### src/rtl/hypot_sumsq_seq_if.sv
// Handshake bundle for the sum-of-squares operand stage: operand pair in,
// full-width X*X + Y*Y out, plus a busy status flag.
interface hypot_sumsq_seq_if #(
  parameter int W = 8
);
  logic           in_valid;
  logic           in_ready;
  logic [W-1:0]   in_x;
  logic [W-1:0]   in_y;
  logic           out_valid;
  logic           out_ready;
  logic [2*W:0]   out_sum;
  logic           busy;

  modport master (
    output in_valid, in_x, in_y, out_ready,
    input  in_ready, out_valid, out_sum, busy
  );

  modport slave (
    input  in_valid, in_x, in_y, out_ready,
    output in_ready, out_valid, out_sum, busy
  );
endinterface

### src/rtl/hypot_sumsq_seq.sv
// Serial shift-add X*X + Y*Y: one multiplier bit per cycle, W cycles per
// operand, result held in a registered output until the square-root stage takes it.
module hypot_sumsq_seq #(
  parameter int W = 8
) (
  input  logic               clk,
  input  logic               rst,
  hypot_sumsq_seq_if.slave   bus
);
  localparam int SW = 2*W + 1;
  localparam int CW = (W > 1) ? $clog2(W) : 1;

  typedef enum logic [1:0] {IDLE, MUL_X, MUL_Y, DONE} state_t;

  state_t          state_q, state_d;
  logic [W-1:0]    x_q, x_d;
  logic [W-1:0]    y_q, y_d;
  logic [SW-1:0]   acc_q, acc_d;
  logic [SW-1:0]   sum_q, sum_d;
  logic [CW-1:0]   cnt_q, cnt_d;
  logic            last_bit;

  // Zero-extended partial product: v << sh when bit sh of v is set.
  function automatic logic [SW-1:0] pp(input logic [W-1:0] v, input logic [CW-1:0] sh);
    logic [SW-1:0] ext;
    ext = {{(SW-W){1'b0}}, v};
    pp  = v[sh] ? (ext << sh) : '0;
  endfunction

  assign last_bit = (cnt_q == CW'(W-1));

  always_ff @(posedge clk) begin
    if (rst) begin
      state_q <= IDLE;
      x_q     <= '0;
      y_q     <= '0;
      acc_q   <= '0;
      sum_q   <= '0;
      cnt_q   <= '0;
    end else begin
      state_q <= state_d;
      x_q     <= x_d;
      y_q     <= y_d;
      acc_q   <= acc_d;
      sum_q   <= sum_d;
      cnt_q   <= cnt_d;
    end
  end

  always_comb begin
    state_d = state_q;
    x_d     = x_q;
    y_d     = y_q;
    acc_d   = acc_q;
    sum_d   = sum_q;
    cnt_d   = cnt_q;
    case (state_q)
      IDLE: begin
        if (bus.in_valid) begin
          x_d     = bus.in_x;
          y_d     = bus.in_y;
          acc_d   = '0;
          cnt_d   = '0;
          state_d = MUL_X;
        end
      end
      MUL_X: begin
        acc_d = acc_q + pp(x_q, cnt_q);
        if (last_bit) begin
          cnt_d   = '0;
          state_d = MUL_Y;
        end else begin
          cnt_d = cnt_q + CW'(1);
        end
      end
      MUL_Y: begin
        acc_d = acc_q + pp(y_q, cnt_q);
        if (last_bit) begin
          // Final partial product lands in the output register on the same edge.
          cnt_d   = '0;
          sum_d   = acc_q + pp(y_q, cnt_q);
          state_d = DONE;
        end else begin
          cnt_d = cnt_q + CW'(1);
        end
      end
      DONE: begin
        if (bus.out_ready) state_d = IDLE;
      end
      default: state_d = IDLE;
    endcase
  end

  // Outputs decode registered state only; nothing passes through from out_ready.
  assign bus.in_ready  = (state_q == IDLE);
  assign bus.out_valid = (state_q == DONE);
  assign bus.busy      = (state_q != IDLE);
  assign bus.out_sum   = sum_q;
endmodule
### src/flat_wrapper.sv
// flat-port wrapper written by rule: the top's interface ports become plain ports
module hypot_sumsq_seq_flat 
#(
  parameter int W = 8
)
  (clk, rst, bus_in_valid, bus_in_x, bus_in_y, bus_out_ready, bus_in_ready, bus_out_valid, bus_out_sum, bus_busy);
  hypot_sumsq_seq_if #(.W(W)) bus_i ();
  input  logic clk;
  input  logic rst;
  input wire logic [$bits(bus_i.in_valid)-1:0] bus_in_valid;
  input wire logic [$bits(bus_i.in_x)-1:0] bus_in_x;
  input wire logic [$bits(bus_i.in_y)-1:0] bus_in_y;
  input wire logic [$bits(bus_i.out_ready)-1:0] bus_out_ready;
  output wire logic [$bits(bus_i.in_ready)-1:0] bus_in_ready;
  output wire logic [$bits(bus_i.out_valid)-1:0] bus_out_valid;
  output wire logic [$bits(bus_i.out_sum)-1:0] bus_out_sum;
  output wire logic [$bits(bus_i.busy)-1:0] bus_busy;
  assign bus_i.in_valid = bus_in_valid;
  assign bus_i.in_x = bus_in_x;
  assign bus_i.in_y = bus_in_y;
  assign bus_i.out_ready = bus_out_ready;
  assign bus_in_ready = bus_i.in_ready;
  assign bus_out_valid = bus_i.out_valid;
  assign bus_out_sum = bus_i.out_sum;
  assign bus_busy = bus_i.busy;
  hypot_sumsq_seq #(.W(W)) u_core (.clk(clk), .rst(rst), .bus(bus_i));
endmodule
### config.mk
export PLATFORM = sky130hd
export DESIGN_NAME = hypot_sumsq_seq_flat
export DESIGN_NICKNAME = d
export VERILOG_FILES = /design/src/rtl/hypot_sumsq_seq_if.sv /design/src/rtl/hypot_sumsq_seq.sv /design/src/flat_wrapper.sv
export SDC_FILE = /design/constraint.sdc
export NUM_CORES = 1
export LEC_CHECK = 0
export ABC_AREA = 1
export CAP_MARGIN = 20
export CORE_ASPECT_RATIO = 0.75
export CORE_MARGIN = 1.5
export CORE_UTILIZATION = 45
export DETAILED_ROUTE_END_ITERATION = 16
export PLACE_DENSITY = 0.61
export RECOVER_POWER = 25
export SETUP_SLACK_MARGIN = 0.05
export SYNTH_ARGS = -nofsm -noshare
export SYNTH_HDL_FRONTEND = slang
export SYNTH_SLANG_ARGS = --single-unit
### constraint.sdc
create_clock -name clk -period 4 [get_ports clk]
set_input_delay 0.8 -clock clk [delete_from_list [all_inputs] [get_ports clk]]
set_output_delay 0.8 -clock clk [all_outputs]
set_load 0.05 [all_outputs]
==> results of run 1 <==
==> worst max-delay path, cell delays in order <==
cell	delay [ps]
clkdlybuf4s50_1	450
clkbuf_1	1120
inv_1	840
o211ai_1	340
inv_1	60
==> where the power goes <==
part           total (mW)  leakage [nW]  switching (mW)  internal [mW]
registers           0.675         0.447          0.0592          0.615
logic                1.27          2.55           0.896          0.378
clock network       0.454        0.0741           0.203          0.251
total                2.40          3.08            1.16           1.24
==> state kept, by name (all words and copies together) (netlist names) <==
name,cells
u_core.y_q,8
u_core.cnt_q,3
u_core.bus.out_sum,17
u_core.x_q,8
u_core.acc_q,17
u_core.state_q,2
==> metal layers <==
layer / vias up / share of wire (%)
li1: 2761 / -
met5: - / 0
met1: 2305 / 54
met4: 0 / 0.97
met3: 13 / 5.8
met2: 158 / 39
==> layout by cell type (no fill, tap or decap), types with 4 or more instances in the layout <==
master	count
a211oi_1	4
nand3_2	5
buf_4	4
ha_1	36
inv_2	14
nor3_1	15
dfxtp_1	55
nand3b_1	5
dlygate4sd3_1	16
clkdlybuf4s50_1	23
a21oi_1	36
nor3_2	4
o21ai_1	12
a21oi_2	10
nand3_1	40
xnor2_1	5
clkbuf_16	5
o211ai_1	12
nand2_1	294
inv_1	126
nand2_2	13
o21ai_0	50
nor2_1	82
==> kinds of logic (layout without fill, tap and decap cells) <==
kind of cell,count (synthesis),after routing
buffers and inverters,170,192
and+or+nand+nor,464,464
DFF,55,55
adders and majority gates,38,38
xor gates and xnor gates,8,8
AOI/OAI and AO/OA,131,131
==> per-stage QoR <==
| step | std cells | area (sq um) |
|---|---|---|
| 2_1_floorplan | 866 | 5041 |
| 3_3_place_gp | 1020 | 5479 |
| 3_5_place_dp | 1020 | 5479 |
| 4_1_cts | 1028 | 5630 |
| 5_1_grt | 1028 | 5627 |
| 6_report | 1028 | 5627 |
==> final timing paths <==
path	end	slack [ps]	cells after the start
worst min-delay path	u_core.bus.out_sum[0]	490	2
worst max register to register	u_core.acc_q[13]	830	18
worst max-delay path	u_core.bus.out_sum[10]	580	5
worst min register to register	u_core.bus.out_sum[0]	490	2
==> layout make-up <==
type,count,area [sq um],area share (%)
Sequential cell,55,1101,19.57
Timing Repair Buffer,44,424.2,7.538
Tap cell,140,175.2,3.113
Multi-Input combinational cell,641,3249,57.75
Inverter,140,525.5,9.340
Clock inverter,1,8.758,0.1557
Clock buffer,7,142.6,2.535
==> run metrics, run 1 <==
Max Root-Sink Buffers 2; Main synth FF type dfxtp_1; synth warn 0; Mapped Area 5041 sq um; Vias 5237; Hold-fix buffers, CTS 0; post-synthesis adder-cell area fraction 9.729%; die span in y 94.66 um; Synth Instances 866; pwr dens 427.0 nW/um^2; ranking of synthesized cells by area nand2_1 22%, dfxtp_1 22%, inv_1 9.4%; drt drc 0; Total GRT Usage 24.93%; vias in the first global route 4791; Post-CTS Resized 0; critical path type input port to flip-flop; Final Hold Fails 0; Max-slew headroom -3.598%; leak pwr 3.076 nW; Routed WL per cell 13.77 um; Clock Tree Root clkbuf_16; Netlist cell types 35; NumNets Final 945; CTS tree done; mux share of post-synthesis cell area 0%; layout cells sized above 1 6.757%; RD Place Congestion 0.9130; fraction of registers with async set/reset 0%; status complete, but fails checks; starting density of the core 46.25%; H-tree depth 2; hold wc startpoint u_core.bus.out_sum[0]; Synth area leader nand2_1; I/O Buffers 39; top-count cell post-synth nand2_1; Mapped Nets 924; area share of the largest cell type after synthesis 21.89%; maximum clock rate 0.2924 GHz; Final period util 85.51%; syn_area_per_cell 5.821 sq um; worst r2r src u_core.cnt_q[0]; initial antenna violation count 0; met2 Usage GRT 37.84%; synthesis-to-finish area growth 11.62%; minimum clock period 3420 ps; crit end category flip-flop; grt met1 use 37.19%; I/O pins 40; failing checks max-capacitance violations, max-slew violations; largest net degree at the start of global routing 32; Clock Latency Late Sink 300 ps; DIE AREA 11850 sq um; Seq/Total Area, Yosys 21.84%; first-iteration detailed-routing DRC count 388; clock sink count 55; CP arrival 3610 ps; met3 Use GR 3.626%; WHS 491.5 ps; fin util 51.62%; Layout fillers 1181; setup_tns 0 ps; Synth Area in Compound Gates 14.89%; clk_skew 10.55 ps; Max FO, Critical Path 30; number of synthesized flops with an enable pin 0; Final ANT Viol Nets 0; Setup violations, final 0; Post-Place Worst Slack 958.1 ps; Post-Synth Simple-Gate Area 38.45%; actual slew at the worst max-slew pin 1554 ps; n_diodes 0; 1st-pass router iterations 5; largest family of logic cells by synthesized area simple AND/OR/NAND/NOR gates; FF+latch count, synth 55; gr ovfl total 0; vias per cell 5.094; CTS buffer count 5; Placeable Area 10900 sq um; setup slack after layout 579.8 ps; RSZ-0062 raised after global routing no; CP Launch Type input port; CP startpoint rst; dpl hpwl 11.31 mm; Hold WC Path Type flip-flop to flip-flop; Synth Area in XOR/XNOR 1.390%; Most Crowded Layer GR met2; VDD IR max 0.0006567 V; Cell Rows 33; postcts setup bufs 0; total of max-cap violations 1; drt total wl 14.16 mm; Final Slew Violations 27; WP data required 4190 ps; clock-pin slew on the worst setup and hold paths 70 ps; first-pass GRT wire length 23.60 mm; most frequent cells after synthesis 294 x nand2_1, 126 x inv_1, 82 x nor2_1, 55 x dfxtp_1, 50 x o21ai_0; Final Power 2.403 mW; Die Wd 125.2 um
Note: power is estimated with default switching activity, not from simulation.
==> inputs of run 2 (changes only) <==
Settings changed: RECOVER_POWER 25 to unset.
==> run 2 against run 1 <==
  * The run now ends clean
  * Flip-flop and latch count unchanged
  * Utilization about the same
  * Global-route usage unchanged
  * Count of clock-buffer cells in the layout unchanged
  * Largest power group unchanged
  * First-iteration DRC count decreased by 1.0%
  * Routed wire length decreased by 0.16%
  * Via count decreased by 0.19%
  * Critical path type is now flip-flop to flip-flop
  * Power decreased by 0.12%
  * Critical endpoint is now u_core.acc_q[13]
  * Largest cell class unchanged
==> run metrics, run 2 (synthesized netlist as in run 1, its figures left out) <==
largest net degree at the start of global routing 32; Hold WC Path Type flip-flop to flip-flop; drt total wl 14.14 mm; CP Buf/Inv Count 3; Setup violations, final 0; total of max-cap violations 0; Final Power 2.400 mW; I/O Buffers 39; VDD IR max 0.0006566 V; setup_tns 0 ps; maximum clock rate 0.3177 GHz; gr ovfl total 0; postcts setup bufs 0; I/O pins 40; Post-Place Worst Slack 958.1 ps; Placeable Area 10900 sq um; most used cell, CP nand2_1; vias per cell 5.085; Max FO, Critical Path 13; vias in the first global route 4791; CTS buffer count 5; Cell Count Post-Placement 1020; Total GRT Usage 24.93%; Cell Rows 33; WP data required 4240 ps; minimum clock period 3147 ps; CP Launch Type flip-flop; Cell Count, Final, Fillers Out 1028; pwr dens 426.2 nW/um^2; Final ANT Viol Nets 0; CP max stage cell dfxtp_1; RD Place Congestion 0.9130; starting density of the core 46.25%; NumNets Final 945; Clock Tree Root clkbuf_16; layout cells sized above 1 6.869%; 1st-pass router iterations 5; CP top delay family simple AND/OR/NAND/NOR gates; first-iteration detailed-routing DRC count 384; critical path type flip-flop to flip-flop; die span in y 94.66 um; RSZ-0062 raised after global routing no; Max Root-Sink Buffers 2; WHS 494.0 ps; first-pass GRT wire length 23.60 mm; DIE AREA 11850 sq um; synthesis-to-finish area growth 11.69%; Vias 5227; Final Hold Fails 0; H-tree depth 2; CTS tree done; Clock Latency Late Sink 300 ps; Crit path largest cell delay 570 ps; drt drc 0; Post-CTS Resized 0; clk_skew 10.13 ps; initial antenna violation count 0; n_diodes 0; CP arrival 3390 ps; Hold-fix buffers, CTS 0; most common cell after layout, fill and taps aside nand2_1; crit end category flip-flop; CP cell instances inv_2, nand2_1, nand3_1, nand3_1, nand2_2, o21ai_1, inv_1, ha_1, nand2_1, inv_1, nand2_1, nor3_1, nand2_1, nand3_1, nand3_1, nand2_1, nand2_1, a21oi_2; clock sink count 55; Final period util 78.68%; actual slew at the worst max-slew pin 914.4 ps; dpl hpwl 11.31 mm; status completed; Max-slew headroom 38.98%; Final Slew Violations 0; leak pwr 3.023 nW; clock-pin slew on the worst setup and hold paths 70 ps; setup slack after layout 852.8 ps; commonest non-fill, non-tap cells in the layout 294 x nand2_1, 126 x inv_1, 82 x nor2_1, 55 x dfxtp_1, 50 x o21ai_0; Routed WL per cell 13.75 um; Die Wd 125.2 um
[run 2: cell count changes in the layout (fill, tap and decap cells not counted), sizes merged]
cell and delta:
clkbuf -1, clkdlybuf4s50 +16, dlygate4sd3 -16, buf +1
[run 2: layout make-up]
cell class,count,area (sq um)
Multi-Input combinational cell,641,3249
Clock buffer,7,142.6
Clock inverter,1,8.758
Sequential cell,55,1101
Inverter,140,525.5
Tap cell,140,175.2
Timing Repair Buffer,44,427.9
Fill cell,1179,5270
[run 2: final timing paths]
path	start	to	slack, ps	depth (start not counted)
worst max-delay path	u_core.cnt_q[0]	u_core.acc_q[13]	850	18
worst min-delay path	u_core.x_q[4]	u_core.x_q[4]	490	2
worst max register to register	u_core.cnt_q[0]	u_core.acc_q[13]	850	18
worst min register to register	u_core.x_q[4]	u_core.x_q[4]	490	2
[run 2: metal layers]
layer | global-route usage (%) | wire length, um | up-vias
li1 | - | - | 2762
met1 | 37.19 | 7629 | 2297
met2 | 37.84 | 5539 | 155
met3 | 3.626 | 829 | 13
met4 | 5.492 | 138 | 0
met5 | 0 | 0 | -
[run 2: power breakdown]
part | internal [mW] | leakage, nW | switching (mW)
Combinational | 0.378 | 2.50 | 0.893
Sequential | 0.615 | 0.447 | 0.0594
Clock | 0.251 | 0.0741 | 0.203
Total | 1.24 | 3.02 | 1.15
[run 2: per-stage QoR]
step                      util, %  cell area, sq um
after CTS                   51.65              5630
after detailed placement    50.26              5479
after global routing        51.65              5630
after floorplan                 -              5041
after global placement      50.26              5479
final                       51.65              5630
[run 2: worst reg2reg max path, delay by kind of cell, from the launching register on]
family                   cells  cell delay (ps)
AO/OA/AOI/OAI                2              260
AND/OR/NAND/NOR             12             1530
buffers and inverters        3              370
flip-flops                   1              570
adder cells (fa/ha/maj)      1              360
